<file path="config.mk">
export PLATFORM = sky130hd
export DESIGN_NAME = ram_loader
export DESIGN_NICKNAME = d
export VERILOG_FILES = /design/src/rtl/ram_loader_pkg.sv /design/src/rtl/ram_loader_shadow.sv /design/src/rtl/ram_loader.sv
export SDC_FILE = /design/constraint.sdc
export NUM_CORES = 1
export LEC_CHECK = 0
export ABC_CLOCK_PERIOD_IN_PS = 4200
export CELL_PAD_IN_SITES_DETAIL_PLACEMENT = 1
export CELL_PAD_IN_SITES_GLOBAL_PLACEMENT = 2
export CORE_ASPECT_RATIO = 0.5
export CORE_UTILIZATION = 28
export DETAILED_ROUTE_END_ITERATION = 10
export PLACE_DENSITY = 0.9
export SYNTH_ARGS = -nofsm -noshare
export SYNTH_HDL_FRONTEND = slang
export SYNTH_HIERARCHICAL = 1
export SYNTH_SLANG_ARGS = --single-unit
export TNS_END_PERCENT = 100
</file>
<file path="constraint.sdc">
create_clock -name i_clk -period 4.2 [get_ports i_clk]
set_clock_uncertainty 0.05 [all_clocks]
set_input_delay 0.42 -clock i_clk [delete_from_list [all_inputs] [get_ports i_clk]]
set_output_delay 0.42 -clock i_clk [all_outputs]
set_load 0.01 [all_outputs]
</file>
<file path="src/rtl/ram_loader_pkg.sv">
// Shared sizing, FSM state encoding and length saturation for the RAM loader.
package ram_loader_pkg;

  localparam int DATA_W = 8;
  localparam int ADDR_W = 4;
  localparam int DEPTH  = 16;

  localparam logic [ADDR_W-1:0] PARK_ADDR = ADDR_W'(DEPTH - 1);

  typedef enum logic [3:0] {
    ST_IDLE,
    ST_ACCEPT,
    ST_WRITE,
    ST_FINISH,
    ST_PARK,
    ST_VADDR,
    ST_VEN,
    ST_VCMP,
    ST_DONE
  } state_t;

  // Requested lengths above the RAM depth clamp to a full-RAM load.
  function automatic logic [ADDR_W:0] sat_len(input logic [ADDR_W:0] len);
    if (len > (ADDR_W+1)'(DEPTH)) begin
      return (ADDR_W+1)'(DEPTH);
    end
    return len;
  endfunction

endpackage

</file>
<file path="src/rtl/ram_loader_shadow.sv">
// Shadow copy of loaded bytes: write on stream accept, combinational read by index.
// Latency: write visible the cycle after accept. Backpressure: none, always writable.
// Storage only; no reset, contents are valid once written.
module ram_loader_shadow
  import ram_loader_pkg::*;
(
  input  logic              clk,
  input  logic              wr_vld,
  input  logic [ADDR_W-1:0] wr_addr,
  input  logic [DATA_W-1:0] wr_dat,
  input  logic [ADDR_W-1:0] rd_addr,
  output logic [DATA_W-1:0] rd_dat
);

  logic [DATA_W-1:0] mem [DEPTH];

  always_ff @(posedge clk) begin
    if (wr_vld) begin
      mem[wr_addr] <= wr_dat;
    end
  end

  assign rd_dat = mem[rd_addr];

endmodule

</file>
<file path="src/rtl/ram_loader.sv">
// Loads a byte stream into the 16x8 RAM programming port, then returns it to exec mode.
// Latency: 2 cycles/byte + 3 cycles overhead (+3 cycles/byte verify with RAM_LOADER_VERIFY_EN).
// Backpressure: o_byte_ready only in the accept state; valid may stall indefinitely.
module ram_loader
  import ram_loader_pkg::*;
(
  input  logic              i_clk,
  input  logic              i_rst_n,
  input  logic              i_start,
  input  logic [ADDR_W:0]   i_length,
  input  logic              i_byte_valid,
  input  logic [DATA_W-1:0] i_byte,
  output logic              o_byte_ready,
  output logic              o_program_mode,
  output logic [DATA_W-1:0] o_program_data,
  output logic [ADDR_W-1:0] o_address,
  output logic              o_ram_enable,
  input  logic [DATA_W-1:0] i_bus,
  output logic              o_busy,
  output logic              o_done,
  output logic              o_error,
  output logic [ADDR_W-1:0] o_err_addr
);

  state_t            state_q, state_d;
  logic [ADDR_W:0]   len_q, len_d;
  logic [ADDR_W-1:0] idx_q, idx_d;
  logic              mode_q, mode_d;
  logic [DATA_W-1:0] data_q, data_d;
  logic [ADDR_W-1:0] addr_q, addr_d;
  logic [ADDR_W:0]   start_len;
  logic              last_idx;

`ifdef RAM_LOADER_VERIFY_EN
  logic              ren_q, ren_d;
  logic              err_q, err_d;
  logic [ADDR_W-1:0] err_addr_q, err_addr_d;
  logic [DATA_W-1:0] shadow_dat;

  ram_loader_shadow u_shadow (
    .clk     (i_clk),
    .wr_vld  (state_q == ST_ACCEPT && i_byte_valid),
    .wr_addr (idx_q),
    .wr_dat  (i_byte),
    .rd_addr (idx_q),
    .rd_dat  (shadow_dat)
  );
`else
  // Read-back bus only matters when verify is built in.
  logic unused_bus;
  assign unused_bus = ^i_bus;
`endif

  assign start_len = sat_len(i_length);
  assign last_idx  = ({1'b0, idx_q} == len_q - (ADDR_W+1)'(1));

  always_ff @(posedge i_clk or negedge i_rst_n) begin
    if (!i_rst_n) begin
      state_q    <= ST_IDLE;
      len_q      <= '0;
      idx_q      <= '0;
      mode_q     <= 1'b1;
      data_q     <= '0;
      addr_q     <= PARK_ADDR;
`ifdef RAM_LOADER_VERIFY_EN
      ren_q      <= 1'b0;
      err_q      <= 1'b0;
      err_addr_q <= '0;
`endif
    end else begin
      state_q    <= state_d;
      len_q      <= len_d;
      idx_q      <= idx_d;
      mode_q     <= mode_d;
      data_q     <= data_d;
      addr_q     <= addr_d;
`ifdef RAM_LOADER_VERIFY_EN
      ren_q      <= ren_d;
      err_q      <= err_d;
      err_addr_q <= err_addr_d;
`endif
    end
  end

  always_comb begin
    state_d    = state_q;
    len_d      = len_q;
    idx_d      = idx_q;
    mode_d     = mode_q;
    data_d     = data_q;
    addr_d     = addr_q;
`ifdef RAM_LOADER_VERIFY_EN
    ren_d      = ren_q;
    err_d      = err_q;
    err_addr_d = err_addr_q;
`endif
    unique case (state_q)
      ST_IDLE: begin
        if (i_start) begin
          len_d = start_len;
          idx_d = '0;
`ifdef RAM_LOADER_VERIFY_EN
          err_d      = 1'b0;
          err_addr_d = '0;
`endif
          if (start_len == '0) begin
            state_d = ST_DONE;
          end else begin
            // Address stays parked, so entering program mode writes nothing.
            mode_d  = 1'b0;
            state_d = ST_ACCEPT;
          end
        end
      end
      ST_ACCEPT: begin
        if (i_byte_valid) begin
          data_d  = i_byte;
          state_d = ST_WRITE;
        end
      end
      ST_WRITE: begin
        // The RAM commits program_data when it sees this address change.
        addr_d = idx_q;
        if (last_idx) begin
          state_d = ST_FINISH;
        end else begin
          idx_d   = idx_q + ADDR_W'(1);
          state_d = ST_ACCEPT;
        end
      end
      ST_FINISH: begin
        mode_d  = 1'b1;
        state_d = ST_PARK;
      end
      ST_PARK: begin
        addr_d = PARK_ADDR;
`ifdef RAM_LOADER_VERIFY_EN
        idx_d   = '0;
        state_d = ST_VADDR;
`else
        state_d = ST_DONE;
`endif
      end
`ifdef RAM_LOADER_VERIFY_EN
      ST_VADDR: begin
        addr_d  = idx_q;
        state_d = ST_VEN;
      end
      ST_VEN: begin
        ren_d   = 1'b1;
        state_d = ST_VCMP;
      end
      ST_VCMP: begin
        ren_d = 1'b0;
        if (!err_q && i_bus != shadow_dat) begin
          err_d      = 1'b1;
          err_addr_d = idx_q;
        end
        if (last_idx) begin
          // Re-park so the next load's first write at address 0 is a real change.
          addr_d  = PARK_ADDR;
          state_d = ST_DONE;
        end else begin
          idx_d   = idx_q + ADDR_W'(1);
          state_d = ST_VADDR;
        end
      end
`endif
      ST_DONE: begin
        state_d = ST_IDLE;
      end
      default: begin
        state_d = ST_IDLE;
      end
    endcase
  end

  assign o_byte_ready   = (state_q == ST_ACCEPT);
  assign o_busy         = (state_q != ST_IDLE);
  assign o_done         = (state_q == ST_DONE);
  assign o_program_mode = mode_q;
  assign o_program_data = data_q;
  assign o_address      = addr_q;

`ifdef RAM_LOADER_VERIFY_EN
  assign o_ram_enable = ren_q;
  assign o_error      = err_q;
  assign o_err_addr   = err_addr_q;
`else
  assign o_ram_enable = 1'b0;
  assign o_error      = 1'b0;
  assign o_err_addr   = '0;
`endif

endmodule

</file>
## Yosys cells after proc, flatten, opt, wreduce, memory -nomap -nowiden

Cells that the tools add are included.

| storage, ports and cells | value |
|---|---|
| output and inout port bits | 22 |
| word-level logic and storage cells | 45 |
| input bits | 25 |
| bits in registers | 26 |

| operators by class | value |
|---|---|
| $lt $le $gt $ge | 1 |
| add/sub/neg operators | 2 |
| reduce and logical (&&, ||, !) cells | 11 |
| equal/unequal tests | 10 |
| multiplexer cells | 15 |

Operators by type and width:

| cell | number |
|---|---|
| 4-bit 2-to-1 mux | 5 |
| 4-bit case mux with 5 select lines | 1 |
| 4-bit case mux with 2 select lines | 2 |
| 5-bit 2-to-1 mux | 2 |
| 4-bit by 2-bit equality test with 1-bit output (second input constant) | 2 |
| 2-bit inequality test (second input constant) | 4 |
| 2-bit AND reduction | 3 |
| 3-bit AND reduction | 2 |
| 2-bit nonzero test | 3 |
| 4-bit by 5-bit equality test with 1-bit output | 1 |
| 5-bit greater-than comparator (second input constant) | 1 |
| 5-bit zero test | 1 |
| 5-bit by 1-bit subtractor with 5-bit output (second input constant) | 1 |
| 4-bit by 1-bit adder with 4-bit output (second input constant) | 1 |
| 4-bit by 1-bit equality test with 1-bit output (second input constant) | 1 |
| 4-bit by 3-bit equality test with 1-bit output (second input constant) | 1 |
| 4-bit equality test (second input constant) | 1 |
| 4-bit zero test | 1 |
| 4-bit nonzero test | 1 |
| 1-bit 2-to-1 mux | 3 |
| 2-bit 2-to-1 mux | 1 |
| 1-bit case mux with 2 select lines | 1 |

## Logic depth before layout (Yosys ltp)

| depth | value |
|---|---|
| word-level depth | 7 |
| mapped depth | 7 |
| gate-level depth less buffers | 7 |

## Worst setup path before layout

OpenSTA, ideal clock, no wires.

| timing | value |
|---|---|
| path type | reg2reg |
| start | reg len_q[0] |
| end | reg idx_q[3] |
| path slack | 2550 ps |
| cell stages (with the launch flop) | 8 |
| setup time | 126 ps |
| path buffers | 0 |
| required time | 4024 ps |
| arrival time | 1474 ps |
| period minus slack after synthesis | 1650 ps |
| cell sequence | dfrtp_1 -> inv_1 -> ha_1 -> nor3b_1 -> xnor2_1 -> a41oi_2 -> nand4_1 -> mux2i_1 |

| between the ends | value |
|---|---|
| cells in the longest elaborated chain, start to end | 4 |

RTL lines:

| item | RTL line | RTL |
|---|---|---|
| start: declaration | ram_loader.sv:26 | `logic [ADDR_W:0] len_q, len_d;` |
| start signal: assignment | ram_loader.sv:72 | `len_q <= len_d;` |
| 5-bit by 1-bit subtractor with 5-bit output | ram_loader.sv:55 | `assign last_idx = ({1'b0, idx_q} == len_q - (ADDR_W+1)'(1));` |
| 4-bit by 5-bit equality test with 1-bit output | ram_loader.sv:55 |  |
| 2-bit inequality test (no source line) | -- |  |
| 3-bit AND reduction (no source line) | -- |  |
| end signal: assignment | ram_loader.sv:73 | `idx_q <= idx_d;` |
| end: declaration | ram_loader.sv:27 | `logic [ADDR_W-1:0] idx_q, idx_d;` |

No other way between the ends.
A chain may end at the register's enable or synchronous reset.

## Final worst setup path

| timing | value |
|---|---|
| start | reg state_q[1] |
| end | out o_byte_ready |

| between the ends | value |
|---|---|
| cells in the longest elaborated chain, start to end | 1 |

RTL lines:

| item | RTL line | RTL |
|---|---|---|
| start: declaration | ram_loader.sv:25 | `state_t state_q, state_d;` |
| start signal: assignment | ram_loader.sv:71 | `state_q <= state_d;` |
| 4-bit by 1-bit equality test with 1-bit output | ram_loader.sv:178 | `assign o_byte_ready = (state_q == ST_ACCEPT);` |
| end: declaration | ram_loader.sv:13 | `output logic o_byte_ready,` |

No other way between the ends.

==> flow_metrics.py <==
metrics = {
    "cells_and_area": {
        "insertedDiodeCount": 0,
        "area_delta_synth_final_pct": 31.1,
        "drive_gt1_share_pct": 13.2,
        "nNetsFinal": 187,
        "fin_util_pct": 38.8,
    },
    "die": {
        "dieWidth_um": 98.9,
        "dieArea_um2": 4990,
        "start_util_pct": 29.6,
        "coreArea_um2": 4450,
        "dieHeight_um": 50.5,
        "std_cell_rows": 17,
        "ios": 47,
    },
    "worst_setup_path": {
        "cp_max_fo": 13,
        "start_kind": "flip-flop",
        "slowest_stage": "clkdlybuf4s50_1",
        "cp.required_ns": 3.73,
        "reg2reg_slack_ns": 2.36,
        "max_stage_delay_ns": 0.58,
        "arrival_ns": 1.80,
        "criticalPathCategory": "flip-flop to output pin",
        "cp-end-kind": "output pin",
        "path_cells": "nand2b_1 > nor3_2 > clkdlybuf4s50_1",
    },
    "timing": {
        "worst_pin_slew_ns": 0.922,
        "min_period_over_period_pct": 54.1,
        "maxSlewHeadroom_pct": 38.3,
        "drv_slew": 0,
        "fin_ws_ns": 1.93,
        "tns_ns": 0,
        "max_freq_mhz": 440,
        "rsz0062_at_grt": "false",
        "period_needed_ns": 2.27,
        "setup_viol": 0,
        "hold_viol": 0,
    },
    "global_route": {
        "gr-total-overflow": 0,
        "grtUsageTotal_pct": 12.7,
        "grt_antenna_before_repair": 0,
        "grt_pass1_vias": 1068,
        "grt_pass1_wl_mm": 4.88,
        "grt_start_max_net_pins": 21,
    },
    "synth": {
        "syn_inst": 127,
        "yosys_warnings": 6,
        "syn_area_um2": 1320,
        "synth_seq_area_share_pct": 50.0,
        "synth_top_area_share_pct": 40.0,
        "async_flop_share_pct": 100,
        "syn_avg_cell_area_um2": 10.4,
        "synth_edf_count": 0,
        "ys_top_cells_by_area": "dfrtp_1, dfstp_2, mux2_2",
        "synth_flop_cell": "dfrtp_1",
        "synth_largest_area_cell": "dfrtp_1",
        "synthDistinctLibCells": 36,
        "ys_seq_elements": 26,
    },
    "route": {
        "first_pass_iters": 4,
        "vias": 1022,
        "wire_per_inst_um": 13.6,
        "totalWireLength_mm": 2.93,
        "ant_nets": 0,
        "drtIter0Drc": 26,
        "viasPerCell": 4.73,
        "drc": 0,
    },
    "clocking": {
        "postCtsHoldBufs": 0,
        "path_clk_slew_ns": 0.09,
        "clkLatencyLatePin_ns": 0.27,
        "cts_setup_buffers": 0,
        "cts_root_buf": "clkbuf_8",
        "cts_resized": 0,
        "cts.sinks": 26,
        "clockBufferDepth": 2,
        "numCtsBuffers": 3,
        "cts_htree_levels": 1,
        "cts_tree": "yes",
    },
    "placed_design": {
        "dp_hpwl_mm": 2.19,
        "preCtsSetupSlack_ns": 2.22,
        "portBuffers": 32,
        "place.gp.congestion": 0.709,
    },
    "flow_run": {
        "cap_violations": 0,
    },
    "pwr": {
        "cellPowerDensity_nw_per_um2": 708,
        "p_leak_uw": 0.000739,
        "peakVddDrop_mv": 0.323,
    },
    "status": {
        "outcome": "finished clean",
    },
    "worst_hold_path": {
        "hold_path.class": "flip-flop to flip-flop",
    },
}
## routing by layer
metal  wire [um]  track usage [%]  vias to the layer above
met3         100             3.62                        0
li1            -                -                      490
met2        1480             24.4                       21
met4           0             1.49                        0
met1        1350             14.5                      511
met5           0                0                        -
## stage by stage
step	hold slack [ns]	area, um^2	total power [uW]	cells
global route	0.485	1720	1310	216
finish	0.467	1720	1220	216
global placement	0.430	1670	1040	212
CTS	0.472	1720	1240	216
detailed placement	0.446	1670	1070	212
floorplan	0.0744	1330	829	132
## kinds of logic after synthesis
group | share of synthesized area, %
AND/OR/NAND/NOR | 17.3
flip-flops | 50.0
AO/OA/AOI/OAI | 10.2
buffers and inverters | 5.71
multiplexers | 9.99
XOR/XNOR | 4.66
adder cells (fa/ha/maj) | 1.90
other | 0.285
## cells in the mapped netlist (all sizes together), types with 4 or more instances
cell type / number
a21oi: 5
dfstp: 5
o22ai: 4
nor3: 5
xnor2: 5
buf: 9
nand2: 13
nor2: 12
nand2b: 7
mux2: 9
dfrtp: 21
o21ai: 5
## cells in the final DEF, fill, tap and decap left out, drive strengths merged, types with 2 or more instances in the layout
master         count
o21ai              5
nor2              12
mux2i              3
conb               6
nand4              2
clkdlybuf4s50     32
ha                 2
clkbuf             4
dfstp              5
xnor2              5
a21oi              5
nand2b             7
nand2             13
mux2               9
dfrtp             21
inv                3
o22ai              4
nor3               5
xor2               2
and3               2
## critical path: cells and delay by family, from the launching register on
family | cells | cell delay, ns
buffers and inverters | 1 | 0.58
flip-flops | 1 | 0.54
AND/OR/NAND/NOR | 2 | 0.42
## where the power goes
part / internal [uW] / total, uW / switching (uW)
Combinational: 323 / 586 / 263
Clock: 83.8 / 164 / 80.4
Sequential: 369 / 470 / 101
Total: 776 / 1220 / 444
## flip-flops by register name (all words and copies together), names as in the netlist
register	cells
o_program_mode	1
state_q	4
len_q	5
o_address	4
o_program_data	8
idx_q	4
## final timing paths
check,from,to,cells after the start
worst max-delay path,state_q[1],o_byte_ready,3
worst min-delay path,o_program_data[7],o_program_data[7],1
worst max register to register,len_q[0],idx_q[3],7
worst min register to register,o_program_data[7],o_program_data[7],1
max in group asynchronous,i_rst_n,o_program_data[0],2
min in group asynchronous,i_rst_n,idx_q[3],1
## cell type report
cell class,count,area [um^2]
multi-input combinational,93,602
fill,498,2720
inverter,3,11.3
sequential,26,657
timing repair buffer,33,328
tap,57,71.3
clock buffer,4,55.1
Power figures use the tool's default switching activity.
